`config.mk`:
```
export PLATFORM = sky130hd
export DESIGN_NAME = devil_ac_filter_flat
export DESIGN_NICKNAME = d
export VERILOG_FILES = /design/src/rtl/devil_pkg.sv /design/src/rtl/devil_ac_filter_if.sv /design/src/rtl/devil_skid_buf.sv /design/src/rtl/devil_ac_filter.sv /design/src/flat_wrapper.sv
export SDC_FILE = /design/constraint.sdc
export NUM_CORES = 1
export LEC_CHECK = 0
export ABC_AREA = 1
export CAP_MARGIN = 20
export CORE_MARGIN = 5
export CORE_UTILIZATION = 48
export DETAILED_ROUTE_END_ITERATION = 8
export PLACE_DENSITY = 0.87
export SYNTH_ARGS = -nofsm -noshare
export SYNTH_HDL_FRONTEND = slang
export SYNTH_HIERARCHICAL = 1
export SYNTH_SLANG_ARGS = --single-unit
```
`constraint.sdc`:
```
create_clock -name clk -period 1.8 [get_ports clk]
set_input_delay 0.45 -clock clk [delete_from_list [all_inputs] [get_ports clk]]
set_output_delay 0.45 -clock clk [all_outputs]
set_load 0.005 [all_outputs]
```
`src/rtl/devil_pkg.sv`:
```
// Shared types and constants for the devil snoop-tampering block.
// Holds the ACSNOOP encodings, the buffered AC beat layout and CTRL bit positions.
package devil_pkg;

    localparam int unsigned AC_ADDR_W  = 44;
    localparam int unsigned AC_SNOOP_W = 4;

    localparam logic [AC_SNOOP_W-1:0] READ_ONCE             = 4'd0;
    localparam logic [AC_SNOOP_W-1:0] READ_SHARED           = 4'd1;
    localparam logic [AC_SNOOP_W-1:0] READ_CLEAN            = 4'd2;
    localparam logic [AC_SNOOP_W-1:0] READ_NOT_SHARED_DIRTY = 4'd3;
    localparam logic [AC_SNOOP_W-1:0] READ_UNIQUE           = 4'd7;
    localparam logic [AC_SNOOP_W-1:0] CLEAN_SHARED          = 4'd8;
    localparam logic [AC_SNOOP_W-1:0] CLEAN_INVALID         = 4'd9;
    localparam logic [AC_SNOOP_W-1:0] MAKE_INVALID          = 4'd13;
    localparam logic [AC_SNOOP_W-1:0] DVM_COMPLETE          = 4'd14;
    localparam logic [AC_SNOOP_W-1:0] DVM_MESSAGE           = 4'd15;

    localparam int unsigned CTRL_EN_BIT      = 0;
    localparam int unsigned CTRL_ACFLT_BIT   = 14;
    localparam int unsigned CTRL_ADDRFLT_BIT = 15;

    typedef struct packed {
        logic [AC_ADDR_W-1:0]  addr;
        logic [AC_SNOOP_W-1:0] snoop;
        logic [2:0]            prot;
        logic                  match;
    } ac_beat_t;

endpackage

```
`src/rtl/devil_ac_filter_if.sv`:
```
// AC snoop channel bundle: interconnect-side ingress plus the forwarded beat to the devil FSM.
// The slave modport is the filter's view; master is the driver/environment view.
interface devil_ac_filter_if
    import devil_pkg::*;
#(
    parameter int unsigned ADDR_W  = AC_ADDR_W,
    parameter int unsigned SNOOP_W = AC_SNOOP_W
) ();

    logic               acvalid;
    logic               acready;
    logic [ADDR_W-1:0]  acaddr;
    logic [SNOOP_W-1:0] acsnoop;
    logic [2:0]         acprot;

    logic               o_ac_valid;
    logic               i_ac_ready;
    logic [ADDR_W-1:0]  o_ac_addr;
    logic [SNOOP_W-1:0] o_ac_snoop;
    logic [2:0]         o_ac_prot;
    logic               o_ac_match;

    modport slave (
        input  acvalid, acaddr, acsnoop, acprot, i_ac_ready,
        output acready, o_ac_valid, o_ac_addr, o_ac_snoop, o_ac_prot, o_ac_match
    );

    modport master (
        output acvalid, acaddr, acsnoop, acprot, i_ac_ready,
        input  acready, o_ac_valid, o_ac_addr, o_ac_snoop, o_ac_prot, o_ac_match
    );

endinterface

```
`src/rtl/devil_skid_buf.sv`:
```
// Generic 2-entry valid/ready skid buffer with registered ready and registered outputs.
// FIFO order; the head entry drives the output and is held stable while stalled.
module devil_skid_buf #(
    parameter type T = logic
) (
    input  logic clk_i,
    input  logic rst_ni,
    input  logic in_valid_i,
    output logic in_ready_o,
    input  T     in_data_i,
    output logic out_valid_o,
    input  logic out_ready_i,
    output T     out_data_o
);

    localparam logic [1:0] StEmpty = 2'd0;
    localparam logic [1:0] StOne   = 2'd1;
    localparam logic [1:0] StFull  = 2'd2;

    logic [1:0] state_q, state_d;
    T           head_q, head_d;
    T           tail_q, tail_d;
    logic       ready_q;
    logic       push, pop;

    assign push = in_valid_i & ready_q;
    assign pop  = (state_q != StEmpty) & out_ready_i;

    always_comb begin
        state_d = state_q;
        head_d  = head_q;
        tail_d  = tail_q;
        unique case (state_q)
            StEmpty: begin
                if (push) begin
                    head_d  = in_data_i;
                    state_d = StOne;
                end
            end
            StOne: begin
                if (push && pop) begin
                    head_d = in_data_i;
                end else if (push) begin
                    tail_d  = in_data_i;
                    state_d = StFull;
                end else if (pop) begin
                    state_d = StEmpty;
                end
            end
            StFull: begin
                // ready is low in FULL, so only a pop can happen here
                if (pop) begin
                    head_d  = tail_q;
                    state_d = StOne;
                end
            end
            default: state_d = StEmpty;
        endcase
    end

    always_ff @(posedge clk_i or negedge rst_ni) begin
        if (!rst_ni) begin
            state_q <= StEmpty;
            head_q  <= '0;
            tail_q  <= '0;
            ready_q <= 1'b0;
        end else begin
            state_q <= state_d;
            head_q  <= head_d;
            tail_q  <= tail_d;
            ready_q <= (state_d != StFull);
        end
    end

    assign in_ready_o  = ready_q;
    assign out_valid_o = (state_q != StEmpty);
    assign out_data_o  = head_q;

endmodule

```
`src/rtl/devil_ac_filter.sv`:
```
// AC snoop ingress: skid-buffers beats, tags each with the CTRL filter verdict, keeps counters.
// Optional last-match trace outputs are built when DEVIL_AC_TRACE_EN is defined.
module devil_ac_filter
    import devil_pkg::*;
#(
    parameter int unsigned ADDR_W  = AC_ADDR_W,
    parameter int unsigned SNOOP_W = AC_SNOOP_W,
    parameter int unsigned CNT_W   = 32
) (
    input  logic               clk,
    input  logic               resetn,
    input  logic               i_en,
    input  logic               i_acflt_en,
    input  logic               i_addrflt_en,
    input  logic [SNOOP_W-1:0] i_acsnoop_ref,
    input  logic [31:0]        i_base_addr,
    input  logic [31:0]        i_mem_size,
    input  logic               i_cnt_clr,
    devil_ac_filter_if.slave   ac,
    output logic [CNT_W-1:0]   o_snoop_cnt,
    output logic [CNT_W-1:0]   o_match_cnt
`ifdef DEVIL_AC_TRACE_EN
    ,
    output logic [ADDR_W-1:0]  o_last_match_addr,
    output logic [SNOOP_W-1:0] o_last_match_snoop
`endif
);

    localparam int unsigned     WinW   = ADDR_W + 1;
    localparam logic [CNT_W-1:0] CntMax = '1;
    localparam logic [CNT_W-1:0] CntOne = CNT_W'(1);

    logic [WinW-1:0] addr_x, win_lo, win_hi;
    logic            in_win, match, accept, in_ready, out_valid;
    ac_beat_t        beat_in, beat_out;
    logic [CNT_W-1:0] snoop_cnt_q, snoop_cnt_d, match_cnt_q, match_cnt_d;

    // One extra bit so base + size never wraps back into the address space
    assign addr_x = {1'b0, ac.acaddr};
    assign win_lo = WinW'(i_base_addr);
    assign win_hi = win_lo + WinW'(i_mem_size);
    assign in_win = (addr_x >= win_lo) && (addr_x < win_hi);

    assign match  = i_en & (!i_acflt_en | (ac.acsnoop == i_acsnoop_ref))
                         & (!i_addrflt_en | in_win);
    assign accept = ac.acvalid & in_ready;

    always_comb begin
        beat_in.addr  = ac.acaddr;
        beat_in.snoop = ac.acsnoop;
        beat_in.prot  = ac.acprot;
        beat_in.match = match;
    end

    devil_skid_buf #(
        .T (ac_beat_t)
    ) u_skid (
        .clk_i       (clk),
        .rst_ni      (resetn),
        .in_valid_i  (ac.acvalid),
        .in_ready_o  (in_ready),
        .in_data_i   (beat_in),
        .out_valid_o (out_valid),
        .out_ready_i (ac.i_ac_ready),
        .out_data_o  (beat_out)
    );

    assign ac.acready    = in_ready;
    assign ac.o_ac_valid = out_valid;
    assign ac.o_ac_addr  = beat_out.addr;
    assign ac.o_ac_snoop = beat_out.snoop;
    assign ac.o_ac_prot  = beat_out.prot;
    assign ac.o_ac_match = beat_out.match;

    always_comb begin
        snoop_cnt_d = snoop_cnt_q;
        match_cnt_d = match_cnt_q;
        if (i_cnt_clr) begin
            snoop_cnt_d = '0;
            match_cnt_d = '0;
        end else if (accept) begin
            if (snoop_cnt_q != CntMax) snoop_cnt_d = snoop_cnt_q + CntOne;
            if (match && (match_cnt_q != CntMax)) match_cnt_d = match_cnt_q + CntOne;
        end
    end

    always_ff @(posedge clk or negedge resetn) begin
        if (!resetn) begin
            snoop_cnt_q <= '0;
            match_cnt_q <= '0;
        end else begin
            snoop_cnt_q <= snoop_cnt_d;
            match_cnt_q <= match_cnt_d;
        end
    end

    assign o_snoop_cnt = snoop_cnt_q;
    assign o_match_cnt = match_cnt_q;

`ifdef DEVIL_AC_TRACE_EN
    logic [ADDR_W-1:0]  last_addr_q;
    logic [SNOOP_W-1:0] last_snoop_q;

    always_ff @(posedge clk or negedge resetn) begin
        if (!resetn) begin
            last_addr_q  <= '0;
            last_snoop_q <= '0;
        end else if (i_cnt_clr) begin
            last_addr_q  <= '0;
            last_snoop_q <= '0;
        end else if (accept && match) begin
            last_addr_q  <= ac.acaddr;
            last_snoop_q <= ac.acsnoop;
        end
    end

    assign o_last_match_addr  = last_addr_q;
    assign o_last_match_snoop = last_snoop_q;
`endif

endmodule

```
`src/flat_wrapper.sv`:
```
// flat-port wrapper written by rule: the top's interface ports become plain ports
module devil_ac_filter_flat import devil_pkg::*;
#(
    parameter int unsigned ADDR_W  = AC_ADDR_W,
    parameter int unsigned SNOOP_W = AC_SNOOP_W,
    parameter int unsigned CNT_W   = 32
)
  (clk, resetn, i_en, i_acflt_en, i_addrflt_en, i_acsnoop_ref, i_base_addr, i_mem_size, i_cnt_clr, o_snoop_cnt, o_match_cnt, ac_acvalid, ac_acaddr, ac_acsnoop, ac_acprot, ac_i_ac_ready, ac_acready, ac_o_ac_valid, ac_o_ac_addr, ac_o_ac_snoop, ac_o_ac_prot, ac_o_ac_match);
  devil_ac_filter_if #(.ADDR_W(ADDR_W), .SNOOP_W(SNOOP_W)) ac_i ();
  input  logic clk;
  input  logic resetn;
  input  logic i_en;
  input  logic i_acflt_en;
  input  logic i_addrflt_en;
  input  logic [SNOOP_W-1:0] i_acsnoop_ref;
  input  logic [31:0] i_base_addr;
  input  logic [31:0] i_mem_size;
  input  logic i_cnt_clr;
  output logic [CNT_W-1:0] o_snoop_cnt;
  output logic [CNT_W-1:0] o_match_cnt;
  input wire logic [$bits(ac_i.acvalid)-1:0] ac_acvalid;
  input wire logic [$bits(ac_i.acaddr)-1:0] ac_acaddr;
  input wire logic [$bits(ac_i.acsnoop)-1:0] ac_acsnoop;
  input wire logic [$bits(ac_i.acprot)-1:0] ac_acprot;
  input wire logic [$bits(ac_i.i_ac_ready)-1:0] ac_i_ac_ready;
  output wire logic [$bits(ac_i.acready)-1:0] ac_acready;
  output wire logic [$bits(ac_i.o_ac_valid)-1:0] ac_o_ac_valid;
  output wire logic [$bits(ac_i.o_ac_addr)-1:0] ac_o_ac_addr;
  output wire logic [$bits(ac_i.o_ac_snoop)-1:0] ac_o_ac_snoop;
  output wire logic [$bits(ac_i.o_ac_prot)-1:0] ac_o_ac_prot;
  output wire logic [$bits(ac_i.o_ac_match)-1:0] ac_o_ac_match;
  assign ac_i.acvalid = ac_acvalid;
  assign ac_i.acaddr = ac_acaddr;
  assign ac_i.acsnoop = ac_acsnoop;
  assign ac_i.acprot = ac_acprot;
  assign ac_i.i_ac_ready = ac_i_ac_ready;
  assign ac_acready = ac_i.acready;
  assign ac_o_ac_valid = ac_i.o_ac_valid;
  assign ac_o_ac_addr = ac_i.o_ac_addr;
  assign ac_o_ac_snoop = ac_i.o_ac_snoop;
  assign ac_o_ac_prot = ac_i.o_ac_prot;
  assign ac_o_ac_match = ac_i.o_ac_match;
  devil_ac_filter #(.ADDR_W(ADDR_W), .SNOOP_W(SNOOP_W), .CNT_W(CNT_W)) u_core (.clk(clk), .resetn(resetn), .i_en(i_en), .i_acflt_en(i_acflt_en), .i_addrflt_en(i_addrflt_en), .i_acsnoop_ref(i_acsnoop_ref), .i_base_addr(i_base_addr), .i_mem_size(i_mem_size), .i_cnt_clr(i_cnt_clr), .ac(ac_i), .o_snoop_cnt(o_snoop_cnt), .o_match_cnt(o_match_cnt));
endmodule
```
==> impl_metrics.json, run 1 <==
{
  "final_common_cell": "nand2_1",
  "drt-wirelength-per-cell_um": 18.2,
  "violations": "setup timing",
  "rsz0062_at_grt": "yes",
  "hp-class": "reg2reg",
  "setup_viol": 62,
  "clock_sinks": 171,
  "irDropWorstVdd_uv": 650,
  "critical_path_buf_inv_count": 4,
  "synth_edf_count": 0,
  "viasPerCell": 5.72,
  "cts_max_level": 4,
  "finalHoldViolCount": 0,
  "drt-initial-drc-count": 1680,
  "diodes": 0,
  "cts_buffers": 17,
  "grt_first_pass_wirelength_mm": 75.4,
  "fin_nets": 2601,
  "yosysWarningCount": 6,
  "drtAntennaViolNets": 0,
  "final_cell_mix": "nand2_1 (568), buf_4 (324), nand3_1 (207)",
  "finalCritPeriodShare_pct": 199,
  "cts_root_buffer": "clkbuf_16",
  "drv_slew": 0,
  "synth_seq_cells": 171,
  "grt_max_degree": 53,
  "end_kind": "register",
  "p_per_area_mw_per_mm2": 815,
  "grt.total_usage_pct": 29.9,
  "clk_pin_slew_ns": 0.07,
  "min_period_ns": 3.58,
  "first_pass_iters": 9,
  "nFillCells": 1734,
  "status": "finished, violations left",
  "required_ns": 2.16,
  "area_growth_pct": 56.8,
  "clkLatencyLatePin_ns": 0.43,
  "setup_ws_ns": -1.78,
  "cts_tree": "yes",
  "design.die.area_sq_mm": 0.0298,
  "grt.overflow.total": 0,
  "crit_fanout": 8,
  "routed_wl_mm": 49.4,
  "vias": 15600,
  "hpwl_mm": 32.7,
  "finClkSkew_ns": 0.0147,
  "cp_slowest_stage_delay_ns": 0.36,
  "synth_nets": 2037,
  "synth.avg_cell_area_sq_um": 7.02,
  "drc": 0,
  "total_leakage_power_nw": 10.2,
  "crit_path_frequent_cell": "nand2_1",
  "fmax_ghz": 0.280,
  "ys_types": 48,
  "slowest_stage": "ha_1",
  "synthArstFlopShare_pct": 100,
  "placement.io_buffers": 244,
  "cap_violations": 0,
  "die_y_um": 173,
  "synth_ff_type": "dfrtp_1",
  "worstMarginPinSlew_ns": 0.638,
  "die_w_um": 173,
  "critPathTopFamily": "simple AND/OR/NAND/NOR gates",
  "place.gp.congestion": 0.988,
  "worstSetupPathType": "in2reg",
  "seqCellArea_sq_mm": 0.00429,
  "power_mw": 16.3,
  "rows": 59,
  "place_ws_ns": -2.72,
  "coreArea_sq_mm": 0.0261,
  "antenna_found_initial": 4,
  "max_slew_margin_pct": 57.5,
  "clock_path_buffers": 2,
  "initial_core_util_pct": 48.8,
  "synth_seq_area_share_pct": 33.7,
  "synth_area_sq_mm": 0.0127,
  "multiInputGateArea_sq_mm": 0.00861,
  "final_layout_size_suffix_gt1_share_pct": 27.1,
  "cp.arrival_ns": 3.94,
  "ios": 245,
  "start_kind": "input pin",
  "synthCells": 1811,
  "grt_pass1_vias": 15000
}
[flip-flops by register name, indices dropped and copies added, names as in the netlist]
name,cells
u_core/o_match_cnt,32
u_core/o_snoop_cnt,32
u_core/u_skid/in_ready_o,1
u_core/u_skid/out_data_o,52
u_core/u_skid/state_q,2
u_core/u_skid/tail_q,52
[Yosys cell counts, types with 6 or more instances]
library cell | number | share of area, %
ha_1 | 98 | 9.6
xor2_1 | 39 | 2.7
o21bai_1 | 7 | 0.41
a21o_1 | 6 | 0.35
clkbuf_1 | 16 | 0.47
nand2_1 | 632 | 19
nor2_1 | 139 | 4.1
a31oi_1 | 7 | 0.34
dfrtp_1 | 171 | 34
nor3_1 | 51 | 2.0
nor4_1 | 10 | 0.49
buf_2 | 35 | 1.4
nor2_2 | 7 | 0.34
buf_4 | 11 | 0.65
inv_1 | 133 | 3.9
a21oi_1 | 66 | 2.6
nand2_2 | 6 | 0.30
inv_2 | 6 | 0.18
nand3_1 | 222 | 8.7
nand4_1 | 20 | 0.98
xnor2_1 | 35 | 2.4
o21ai_0 | 29 | 1.1
o31ai_1 | 19 | 1.1
[worst paths after layout]
| kind | cells after the start | startpoint | slack, ns | end |
|---|---|---|---|---|
| setup / recovery | 25 | i_mem_size[14] | -1.78 | u_core/o_match_cnt[23]$_DFFE_PN0P_ |
| hold / removal | 2 | u_core/u_skid/tail_q[51]$_DFFE_PN0P_ | 0.47 | u_core/u_skid/tail_q[51]$_DFFE_PN0P_ |
| setup reg to reg | 13 | u_core/o_match_cnt[0]$_DFFE_PN0P_ | -0.25 | u_core/o_match_cnt[23]$_DFFE_PN0P_ |
| hold reg to reg | 2 | u_core/u_skid/tail_q[51]$_DFFE_PN0P_ | 0.47 | u_core/u_skid/tail_q[51]$_DFFE_PN0P_ |
| max in group asynchronous | 3 | resetn | 0.70 | u_core/u_skid/tail_q[28]$_DFFE_PN0P_ |
| min in group asynchronous | 2 | resetn | 0.49 | u_core/o_match_cnt[11]$_DFFE_PN0P_ |
[report_power, final]
part           switching [mW]  internal [mW]
logic                    3.56           3.31
clock network            1.73           1.98
registers               0.710           4.97
total                    6.00           10.3
[worst reg2reg max path: cells and delay by family, from the launching register on]
family / cells / cell delay [ns]
buf+inv: 2 / 0.22
fa+ha+maj: 1 / 0.22
simple gates: 9 / 0.99
compound gates: 1 / 0.15
flops: 1 / 0.36
[per-layer routing]
metal / track usage [%] / vias up / share of wire [%]
met1: 36.5 / 7260 / 37
met5: 0 / - / 0.097
met4: 12.6 / 8 / 5.6
met2: 51.6 / 1003 / 48
met3: 5.72 / 247 / 8.8
li1: - / 7066 / -
[kinds of logic after synthesis]
group	after synthesis	share of synthesized area, %
flip-flops	171	33.7
AND/OR/NAND/NOR	1106	37.2
XOR/XNOR	74	5.10
adder cells (fa/ha/maj)	99	9.80
buffers and inverters	207	7.08
AO/OA/AOI/OAI	154	7.17
[per-stage QoR]
stage | instances | utilization (%) | hold WS (ns) | instance area (sq um) | TNS, ns
after floorplan | 1811 | - | 0.154 | 12700 | -57.17
after global placement | 2594 | 66.9 | 0.377 | 17400 | -93.40
after detailed placement | 2594 | 66.9 | 0.381 | 17400 | -102.39
after CTS | 2692 | 73.9 | 0.475 | 19300 | -53.74
after global routing | 2723 | 76.5 | 0.489 | 19900 | -69.76
final | 2723 | 76.5 | 0.472 | 19900 | -60.30
[cell type report]
type,count,share of cell area (%)
Clock buffer,18,2.15
Sequential cell,171,21.5
Inverter,139,2.67
Tap cell,335,2.10
Clock inverter,14,0.778
Timing Repair Buffer,610,27.6
Multi-Input combinational cell,1436,43.2
[what timing repair did]
item,in CTS,in global routing
buffers inserted,61,23
endpoints found under the hold margin,29,0
cloned,4,9
endpoints found under the setup margin,134,91
gates resized for setup,343,110
hold buffers,1,0
pin swaps,85,49
No activity file was read; power rests on OpenSTA's default activity.
==> run 2: changes to the inputs <==
--- a/config.mk
+++ b/config.mk
@@ -7,6 +7,7 @@
 export LEC_CHECK = 0
 export ABC_AREA = 1
 export CAP_MARGIN = 20
+export CORE_ASPECT_RATIO = 1.5
 export CORE_MARGIN = 5
 export CORE_UTILIZATION = 48
 export DETAILED_ROUTE_END_ITERATION = 8
==> run 2 against run 1 <==
Against the previous run:
- the flow still finishes with violations (setup timing)
- global-route usage grew 3.6 points
- fmax shrank 2.8%
- worst setup slack worse by 0.10 ns
- final area is 3.7% higher
- hold slack improved by 0.0024 ns
- clock-buffer cell count down 1
- total power is 4.3% higher
- critical endpoint is now u_core/o_match_cnt[1]$_DFFE_PN0P_
- largest power group unchanged
==> impl_metrics.json, run 2 (synthesis results as in run 1) <==
{
  "status": "finished, violations left",
  "violations": "setup timing",
  "finalHoldViolCount": 0,
  "worstMarginPinSlew_ns": 0.604,
  "cp.arrival_ns": 4.01,
  "placement.io_buffers": 244,
  "ios": 245,
  "worstSetupPathType": "in2reg",
  "crit_fanout": 5,
  "nFillCells": 1548,
  "fin_nets": 2635,
  "cts_max_level": 4,
  "p_per_area_mw_per_mm2": 819,
  "required_ns": 2.13,
  "irDropWorstVdd_uv": 644,
  "clkLatencyLatePin_ns": 0.45,
  "place_ws_ns": -2.75,
  "rsz0062_at_grt": "yes",
  "ff2ff_path_depth": 14,
  "die_y_um": 209,
  "initial_core_util_pct": 48.3,
  "hp-class": "reg2reg",
  "max_slew_margin_pct": 59.7,
  "drc": 0,
  "clock_path_buffers": 2,
  "crit_end": "u_core/o_match_cnt[1]$_DFFE_PN0P_",
  "seq_power_share_pct": 33.7,
  "setup_viol": 46,
  "cp_slowest_stage_delay_ns": 0.29,
  "r2r_start": "u_core/o_match_cnt[0]$_DFFE_PN0P_",
  "area_growth_pct": 62.7,
  "routed_wl_mm": 55.7,
  "clk_pin_slew_ns": 0.07,
  "final_common_cell": "nand2_1",
  "die_w_um": 143,
  "slowest_stage": "a21oi_4",
  "drt-wirelength-per-cell_um": 20.2,
  "grt.overflow.total": 0,
  "p_sw_mw": 6.39,
  "pwr-share-clk_pct": 23.2,
  "crit_path_frequent_cell": "nand2_1",
  "design.die.area_sq_mm": 0.0299,
  "swShare_pct": 37.7,
  "rows": 73,
  "p_int_mw": 10.6,
  "final_layout_size_suffix_gt1_share_pct": 30.5,
  "seqCellArea_sq_mm": 0.00429,
  "startpoint": "i_base_addr[0]",
  "place.gp.congestion": 1.01,
  "drtAntennaViolNets": 0,
  "cts_root_buffer": "clkbuf_16",
  "grt_first_pass_wirelength_mm": 79.7,
  "p_comb_share_pct": 43.1,
  "setup_ws_ns": -1.88,
  "vias": 16200,
  "fmax_ghz": 0.272,
  "reg2reg_to": "u_core/o_match_cnt[1]$_DFFE_PN0P_",
  "multiInputGateArea_sq_mm": 0.00906,
  "finClkSkew_ns": 0.00801,
  "clock_sinks": 171,
  "cts_tree": "yes",
  "hpwl_mm": 35.9,
  "first_pass_iters": 6,
  "cap_violations": 0,
  "total_leakage_power_nw": 10.6,
  "cts_buffers": 17,
  "antenna_found_initial": 3,
  "end_kind": "register",
  "grt_max_degree": 53,
  "drt-initial-drc-count": 1839,
  "grt_pass1_vias": 16100,
  "grt.total_usage_pct": 33.5,
  "finalCritPeriodShare_pct": 205,
  "viasPerCell": 5.86,
  "drv_slew": 0,
  "start_kind": "input pin",
  "power_mw": 16.9,
  "reg2reg_slack_ns": -0.47,
  "coreArea_sq_mm": 0.0263,
  "final_cell_mix": "nand2_1 (569), buf_4 (345), nand3_1 (192)",
  "min_period_ns": 3.68
}
## run 2: changes by cell type in the layout (fill, tap and decap cells not counted), moves of 7 or more
| cell | change |
|---|---|
| clkdlybuf4s50_1 | -26 |
| nand3_2 | +14 |
| a21oi_4 | +9 |
| clkdlybuf4s15_1 | -7 |
| dlygate4sd2_1 | +24 |
| nor2_1 | -9 |
| buf_4 | +21 |
| nand2_4 | +7 |
| buf_6 | +10 |
| nand2_2 | -9 |
| a21oi_2 | -9 |
| nand3_1 | -15 |
| clkbuf_2 | +12 |
## run 2: worst min path at each step
stage,startpoint,endpoint,slack [ns],depth (start not counted)
after floorplan,resetn,u_core/o_match_cnt[0]$_DFFE_PN0P_,0.15,0
after global placement,resetn,u_core/o_match_cnt[5]$_DFFE_PN0P_,0.42,1
after detailed placement,resetn,u_core/o_match_cnt[12]$_DFFE_PN0P_,0.42,1
after CTS,u_core/u_skid/tail_q[36]$_DFFE_PN0P_,u_core/u_skid/tail_q[36]$_DFFE_PN0P_,0.48,2
after global routing,u_core/u_skid/tail_q[10]$_DFFE_PN0P_,u_core/u_skid/tail_q[10]$_DFFE_PN0P_,0.49,2
final,u_core/u_skid/tail_q[43]$_DFFE_PN0P_,u_core/u_skid/tail_q[43]$_DFFE_PN0P_,0.47,2
## run 2: worst max-delay path, delay by kind of cell
family / cells / cell delay, ns
adder cells (fa/ha/maj): 3 / 0.64
XOR/XNOR: 1 / 0.18
buffers and inverters: 8 / 0.81
AO/OA/AOI/OAI: 5 / 0.61
AND/OR/NAND/NOR: 12 / 1.30
## run 2: routing by layer
layer / share of wire, % / routed length, um / vias to the layer above / track usage, %
li1: - / - / 7127 / -
met2: 50 / 27900 / 1155 / 59.0
met5: 0.043 / 24 / - / 0
met3: 7.9 / 4400 / 356 / 5.45
met4: 8.7 / 4820 / 4 / 25.1
met1: 33 / 18600 / 7520 / 35.1
## run 2: timing repair
action | CTS | global route
resized for setup | 413 | 185
pin swaps | 119 | 108
cloned | 6 | 5
hold buffers | 1 | 0
endpoints found under the hold margin | 36 | 0
setup endpoints to repair | 154 | 89
buffers inserted | 62 | 27
## run 2: power groups by stage
stage               logic [mW]  clock network [mW]  registers (mW)
floorplan                 2.96                   0            5.60
global placement          6.11                   0            5.70
detailed placement        6.36                   0            5.73
CTS                       6.65                3.95            5.67
global route              7.84                4.12            5.80
finish                    7.30                3.93            5.71
## run 2: metrics by stage
| stage | std cells | utilization [%] | hold WS (ns) | instance area, sq um | setup TNS [ns] |
|---|---|---|---|---|---|
| 5_1_grt | 2760 | 78.6 | 0.486 | 20700 | -73.44 |
| 4_1_cts | 2730 | 75.0 | 0.476 | 19700 | -54.60 |
| 3_5_place_dp | 2633 | 67.4 | 0.418 | 17700 | -99.74 |
| 2_1_floorplan | 1811 | - | 0.154 | 12700 | -57.17 |
| 3_3_place_gp | 2633 | 67.4 | 0.417 | 17700 | -93.44 |
| 6_report | 2760 | 78.6 | 0.474 | 20700 | -62.45 |
## run 2: final cells by class
| class | instances | area share [%] |
|---|---|---|
| diodes | 1 | 0.0121 |
| clock buffers | 17 | 2.06 |
| clock inverters | 15 | 0.895 |
| inverters | 139 | 2.56 |
| multi-input cells | 1436 | 43.8 |
| flip-flops and latches | 171 | 20.7 |
| well taps | 337 | 2.04 |
| repair buffers | 644 | 27.9 |
